**src/rtl/hdlc_destuff.sv**
```systemverilog
// HDLC byte-stream destuffer: strips flags, undoes control-escape, and delivers
// framed bytes with one byte of lookahead so the last byte can carry eop/error flags.
module hdlc_destuff #(
  parameter int unsigned MAX_LEN = 1500,
  parameter logic [7:0]  FLAG    = 8'h7E,
  parameter logic [7:0]  ESC     = 8'h7D
) (
  input  logic        clk,
  input  logic        rst,
  input  logic [7:0]  data_in,
  input  logic        valid_in,
  output logic [7:0]  data_des,
  output logic        valid_des,
  output logic        sop_des,
  output logic        eop_des,
  output logic        abort_err,
  output logic        len_err,
  output logic [15:0] frame_len
);

  typedef enum logic [1:0] {HUNT, OPEN, DATA, ESCD} state_t;

  state_t      state_reg, state_next;
  logic [7:0]  hold_reg;
  logic        have_reg;
  logic        first_reg;
  logic [15:0] count_reg;

  logic        emit, emit_eop, emit_abort, load, drop;
  logic [7:0]  load_byte;

  always_comb begin
    state_next = state_reg;
    emit       = 1'b0;
    emit_eop   = 1'b0;
    emit_abort = 1'b0;
    load       = 1'b0;
    drop       = 1'b0;
    load_byte  = data_in;
    if (valid_in) begin
      case (state_reg)
        HUNT: begin
          if (data_in == FLAG) state_next = OPEN;
        end
        OPEN: begin
          if (data_in == ESC) begin
            state_next = ESCD;
          end else if (data_in != FLAG) begin
            load       = 1'b1;
            state_next = DATA;
          end
        end
        DATA: begin
          if (data_in == FLAG) begin
            emit       = 1'b1;
            emit_eop   = 1'b1;
            drop       = 1'b1;
            state_next = OPEN;
          end else if (data_in == ESC) begin
            state_next = ESCD;
          end else begin
            emit = 1'b1;
            load = 1'b1;
          end
        end
        ESCD: begin
          if (data_in == FLAG || data_in == ESC) begin
            // Abort: flush whatever is held as a terminated frame.
            emit       = have_reg;
            emit_eop   = have_reg;
            emit_abort = have_reg;
            drop       = 1'b1;
            state_next = (data_in == FLAG) ? OPEN : HUNT;
          end else begin
            load_byte  = data_in ^ 8'h20;
            emit       = have_reg;
            load       = 1'b1;
            state_next = DATA;
          end
        end
        default: state_next = HUNT;
      endcase
    end
  end

  always_ff @(posedge clk) begin
    if (!rst) begin
      state_reg <= HUNT;
      hold_reg  <= 8'h00;
      have_reg  <= 1'b0;
      first_reg <= 1'b0;
      count_reg <= 16'd0;
      data_des  <= 8'h7E;
      valid_des <= 1'b0;
      sop_des   <= 1'b0;
      eop_des   <= 1'b0;
      abort_err <= 1'b0;
      len_err   <= 1'b0;
      frame_len <= 16'd0;
    end else begin
      state_reg <= state_next;
      if (load) begin
        hold_reg  <= load_byte;
        have_reg  <= 1'b1;
        // A load into an empty hold register starts a new frame.
        first_reg <= !have_reg;
        if (count_reg != 16'hFFFF) count_reg <= count_reg + 16'd1;
      end else if (drop) begin
        have_reg  <= 1'b0;
        first_reg <= 1'b0;
        count_reg <= 16'd0;
      end
      valid_des <= emit;
      data_des  <= emit ? hold_reg : 8'h7E;
      sop_des   <= emit & first_reg;
      eop_des   <= emit & emit_eop;
      abort_err <= emit & emit_abort;
      len_err   <= emit & emit_eop & (32'(count_reg) > 32'(MAX_LEN));
      if (emit && emit_eop) frame_len <= count_reg;
    end
  end

endmodule

```
**config.mk**
```make
export PLATFORM = sky130hd
export DESIGN_NAME = hdlc_destuff
export DESIGN_NICKNAME = d
export VERILOG_FILES = /design/src/rtl/hdlc_destuff.sv
export SDC_FILE = /design/constraint.sdc
export NUM_CORES = 1
export LEC_CHECK = 0
export ABC_AREA = 1
export CAP_MARGIN = 0
export CORE_ASPECT_RATIO = 0.75
export CORE_MARGIN = 3
export CORE_UTILIZATION = 45
export DETAILED_ROUTE_END_ITERATION = 16
export PLACE_DENSITY = 0.71
export RECOVER_POWER = 100
export SYNTH_ARGS = -nofsm -noshare
export SYNTH_HDL_FRONTEND = slang
export SYNTH_SLANG_ARGS = --single-unit
```
**constraint.sdc**
```tcl
create_clock -name clk -period 1.5 [get_ports clk]
set_input_delay 0.3 -clock clk [delete_from_list [all_inputs] [get_ports clk]]
set_output_delay 0.3 -clock clk [all_outputs]
set_load 0.1 [all_outputs]
```
# Word level (Yosys, flattened, before mapping)
# Index checks and enable logic that the tools add are counted.
[totals] rom_bits=0 mem_count=0 ramBits=0 input_bits=11 wordCells=74 latchBits=0 ff_bits=57
[classes] n_reduce_logical=8 bitwise=5 n_div=0 mul=0 shifts=0 eq_ne=11 n_mux=36 magnitude_cmp=1 n_addsub=1
[op_table] operator="$mux 16" count=3
[op_table] operator="$mux 1" count=19
[op_table] operator="$mux 6" count=3
[op_table] operator="$add 16x1->16 const B" count=1
[op_table] operator="$eq 8x7->1 const B" count=2
[op_table] operator="$gt 16x11->1 const B" count=1
[op_table] operator="$ne 16x16->1 const B" count=1
[op_table] operator="$mux 2" count=6
[op_table] operator="$ne 8x7->1 const B" count=1
[op_table] operator="$pmux 2 s4" count=1
[op_table] operator="$ne 3x3->1 const B" count=2
[op_table] operator="$pmux 1 s2" count=3
[op_table] operator="$and 1x1->1" count=4
[op_table] operator="$eq 2x2->1 const B" count=2
[op_table] operator="$reduce_and 2->1" count=2
[op_table] operator="$reduce_and 4->1" count=1
[op_table] operator="$pmux 1 s3" count=1
[op_table] operator="$eq 2x1->1 const B" count=1
[op_table] operator="$logic_not 2->1" count=1
[op_table] operator="$ne 2x1->1 const B" count=1
[op_table] operator="$ne 2x2->1 const B" count=1
[op_table] operator="$reduce_bool 2->1" count=1
[op_table] operator="$logic_and 1x1->1" count=1
[op_table] operator="$logic_not 1->1" count=1
[op_table] operator="other kinds (2)" count=2

# Logic depth before layout (Yosys ltp)
[depth] depth_word=7 ltp_mapped=11 mapped_depth_nobuf=10

# Least setup slack after synthesis
# No wires, ideal clock.
[synth_timing] path_type="register to register" start="register count_reg[1]" end="register count_reg[7]" t_arrival_ns=1.416 t_required_ns=1.430 setup_ns=0.070 period_less_slack_ns=1.487 path_buffers=1 stages_incl_launch_ff=9 slack_ns=0.013 path_cell_list="dfxtp_1 ha_1 nand2_1 nor3_4 nand4_2 nand2_4 buf_6 nand3_2 a21oi_1"
[synth_via] elab_chain_cells=3 word_cells_on_any_way=6
[synth_rtl] item="from (decl)" line="27" rtl="logic [15:0] count_reg;"
[synth_rtl] item="from (signal assigned)" line="107" rtl="if (count_reg != 16'hFFFF) count_reg <= count_reg + 16'd1;"
[synth_rtl] item="$add 16x1->16 or $ne 16x16->1 (tied branches)" line="107"
[synth_rtl] item="$mux 16 or $ne 2x1->1 (tied branches)"
[synth_rtl] item="$mux 16 or $reduce_and 2->1 (tied branches)"
# Several ways; a longest one is shown, not always the timed one. The select of a mux whose other input is x is not followed.
# A chain may end at the register's enable or synchronous reset.

# Worst setup path after layout
[layout_timing] start="register count_reg[1]" end="register count_reg[4]"
# The elaborated chain is that of the path after synthesis.

==> impl_results.md <==
- Final period util: 106%
- Placed instance count: about 540
- Crit-path max FO: 7
- Slew margin rel.: ~68%
- Worst setup SP type: flip-flop
- WL/cell: about 15 µm
- Via/cell ratio: ~5.2
- Cell mode on critical path: nand2_4
- H-Tree Depth: 3
- Synthesized area: 2660 µm²
- Number of synthesized register bits: 57
- Crit path kind: flip-flop to flip-flop
- Initial core utilization: approximately half
- Clk Tree Root Cell: clkbuf_8
- Worst-path cell chain: ha_4 > nand2_4 > nor3_4 > nand4_2 > nand2_4 > clkbuf_16 > nand3_2 > a21oi_2
- Setup TNS: -0.946 ns
- Largest family of logic cells by synthesized area: simple AND/OR/NAND/NOR gates
- Finished Layout Cells: ~560
- Min Tclk post-route: around 1.6 ns
- Cells after synthesis: between 300 and 400
- Post-Layout Inst Area: 3890 µm²
- Peak VDD IR: between 0.0008 and 0.0009 V
- Placed Area: between 3000 and 4000 µm²
- CP peak stage delay: roughly 0.36 ns
- Core footprint: between 5000 and 6000 µm²
- Worst Setup End Kind: flip-flop
- TritonRoute pass-1 iters: 5
- Leakage Power: between 1.5 and 2 nW
- RSZ-0062 raised after global routing: yes
- Syn Area/Cell: about 6.9 µm²
- Net Count, Synth: about 400
- Worst-Margin Slew: 0.488 ns
- Antenna-violating nets left: 0
- Crit path max-delay family: simple AND/OR/NAND/NOR gates
- Rows: 23
- Final Slew Violations: 0
- Slowest CP cell: dfxtp_2
- Final Core Density: a little over two thirds
- Mux contribution to synthesized area: 0%
- Smallest hold slack: roughly 0.35 ns
- Final #Nets: between 400 and 500
- Initial DRC Count: approximately 310
- I/O pins: 40
- Die Height: around 73 µm
- WP depth: 8
- Gr ovfl total: 0
- Synth Warn #: 0
- Synth Area in Compound Gates: 8.89%
- Fill count: about 460
- Post-Synth Simple-Gate Area: between 30% and 40%
- Vias after detailed routing: just under 3000
- Unique cell type count in the Yosys netlist: 26
- Required @ worst endpoint: roughly 1.8 ns
- Clock sinks: 57
- Data arrival time of the worst path: about 1.9 ns
- Share of layout cells above drive strength 1: 33.7%
- Pwr/cell area: 768 nW/µm²
- HP Class: primary input to flip-flop
- R2R cell count: 8
- Vias in the first global route: roughly 2700
- DIE WIDTH: between 90 and 100 µm
- I/O Buffers: 39
- Fmax: about 0.63 GHz
- Final setup fails: 18
- Register area share after synthesis: roughly 43%
- Synth Area in XOR/XNOR: 1.65%
- Clk buf depth: 2
- Failing checks: setup timing
- Initial antenna violation count: 0
- Cell depth of the worst hold path: 3
- Total GRT Usage: between 20 and 25%
- Area Growth Syn to Fin: 46.4%
- Clock-pin slew on the worst setup and hold paths: 0.07 ns
- Residual DRC: 0
- Clock insertion delay at the later pin of the skew report: 0.34 ns
- Hold-fix buffers at CTS: 0
- CTS tree: yes
- Status: complete, but fails checks
- Max Cap Violations: 0
- Ant diodes: 0
- CTS buffer count: 9
- CP bufs+invs: 1
- Global-route wire length before repair: 12.7 mm
- Fin worst setup slack: -0.0883 ns
- Setup Skew: 0.00660 ns
- Largest net degree at the start of global routing: 20
- Routed WL: between 8 and 9 mm
- Final Hold Viols: 0
- Adder-cell share of the synthesized area: less than 1%
- Routability congestion estimate: 0.903
- Area of the die: 6880 µm²
- Hpwl dp: 5.17 mm
- Flop2flop setup slack: -0.09 ns
[tightest hold or removal path, stage by stage]
cell and delay, ns:
dlygate4sd2_1 0.23, nor2_1 0.05, nor2_1 0.08
[metal layers]
layer,wire length (µm),track usage [%],vias up
met4,134,8.16,0
met2,3830,36.9,140
met1,3630,32.8,1356
met5,0,0,-
li1,-,-,1421
met3,735,7.11,14
[cell usage after synthesis]
cell	instances	share of area, %
a21oi_1	24	4.5
a41oi_1	1	0.33
buf_1	1	0.14
buf_2	6	1.1
buf_6	1	0.42
clkbuf_1	4	0.56
clkinv_1	1	0.14
dfxtp_1	57	43
ha_1	2	0.94
inv_1	44	6.2
nand2_1	90	13
nand2_2	3	0.71
nand2_4	1	0.42
nand3_1	32	6.0
nand3_2	3	1.1
nand4_1	9	2.1
nand4_2	1	0.47
nor2_1	69	9.7
nor2_2	3	0.71
nor3_1	5	0.94
nor3_4	1	0.61
o21ai_0	14	2.6
o21bai_1	4	1.1
o31ai_1	1	0.28
or2_2	6	1.4
xor2_1	5	1.6
[final cells by class]
type	count	area, µm²	area share, %
Sequential cell	57	1150	29.7
Multi-Input combinational cell	274	1490	38.2
Tap cell	75	93.8	2.41
Timing Repair Buffer	95	800	20.5
Clock inverter	6	60.1	1.54
Inverter	45	171	4.41
Clock buffer	9	124	3.18
[metrics by stage]
stage	total power (W)	setup WS [ns]
2_1_floorplan	0.00158	0.0134
3_3_place_gp	0.00164	-0.490
3_5_place_dp	0.00164	-0.544
4_1_cts	0.00301	0.00218
5_1_grt	0.00310	-0.136
6_report	0.00299	-0.0883
[cells by family after synthesis]
group / count (synthesis)
simple gates: 223
buf+inv: 57
flops: 57
compound gates: 44
xor+xnor: 5
fa+ha+maj: 2
[timing repair]
item                       4_1_cts  5_1_grt
pin swaps                       10       13
cloned                           2        1
setup buffers                    6        2
gates resized for setup         48       34
setup endpoints to repair       54       42
[cell usage in the layout (no fill, tap or decap), types with 2 or more instances in the layout]
| cell | count |
|---|---|
| xor2_1 | 5 |
| clkbuf_8 | 9 |
| nor2_1 | 59 |
| or2_2 | 6 |
| buf_6 | 3 |
| dfxtp_4 | 3 |
| buf_12 | 2 |
| nor3_1 | 5 |
| buf_2 | 2 |
| o21ai_0 | 13 |
| dfxtp_1 | 52 |
| clkinvlp_4 | 2 |
| buf_4 | 49 |
| o21bai_1 | 4 |
| nor2_4 | 5 |
| clkinv_2 | 3 |
| nand3_2 | 8 |
| dlygate4sd2_1 | 8 |
| clkbuf_4 | 27 |
| nand2_2 | 9 |
| nand2_1 | 78 |
| a21oi_1 | 18 |
| a21oi_2 | 6 |
| inv_2 | 3 |
| nor2_2 | 8 |
| inv_1 | 40 |
| nand4_1 | 9 |
| nand3_1 | 26 |
| dfxtp_2 | 2 |
| nand2_4 | 7 |
[worst paths after layout]
check / to / start
hold reg to reg: data_des[7]$_SDFF_PN0_ / hold_reg[7]$_SDFFE_PN0P_
setup / recovery: count_reg[4]$_SDFFE_PN0P_ / count_reg[1]$_SDFFE_PN0P_
setup reg to reg: count_reg[4]$_SDFFE_PN0P_ / count_reg[1]$_SDFFE_PN0P_
hold / removal: hold_reg[2]$_SDFFE_PN0P_ / data_in[2]
[power by group]
part / total (W) / switching (W) / internal, W / leakage [nW]
logic: 0.000102 / 0.0000576 / 0.0000445 / 1.24
clock network: 0.00138 / 0.000630 / 0.000747 / 0.0909
registers: 0.00151 / 0.000000903 / 0.00151 / 0.463
(Power assumes the default switching activity.)
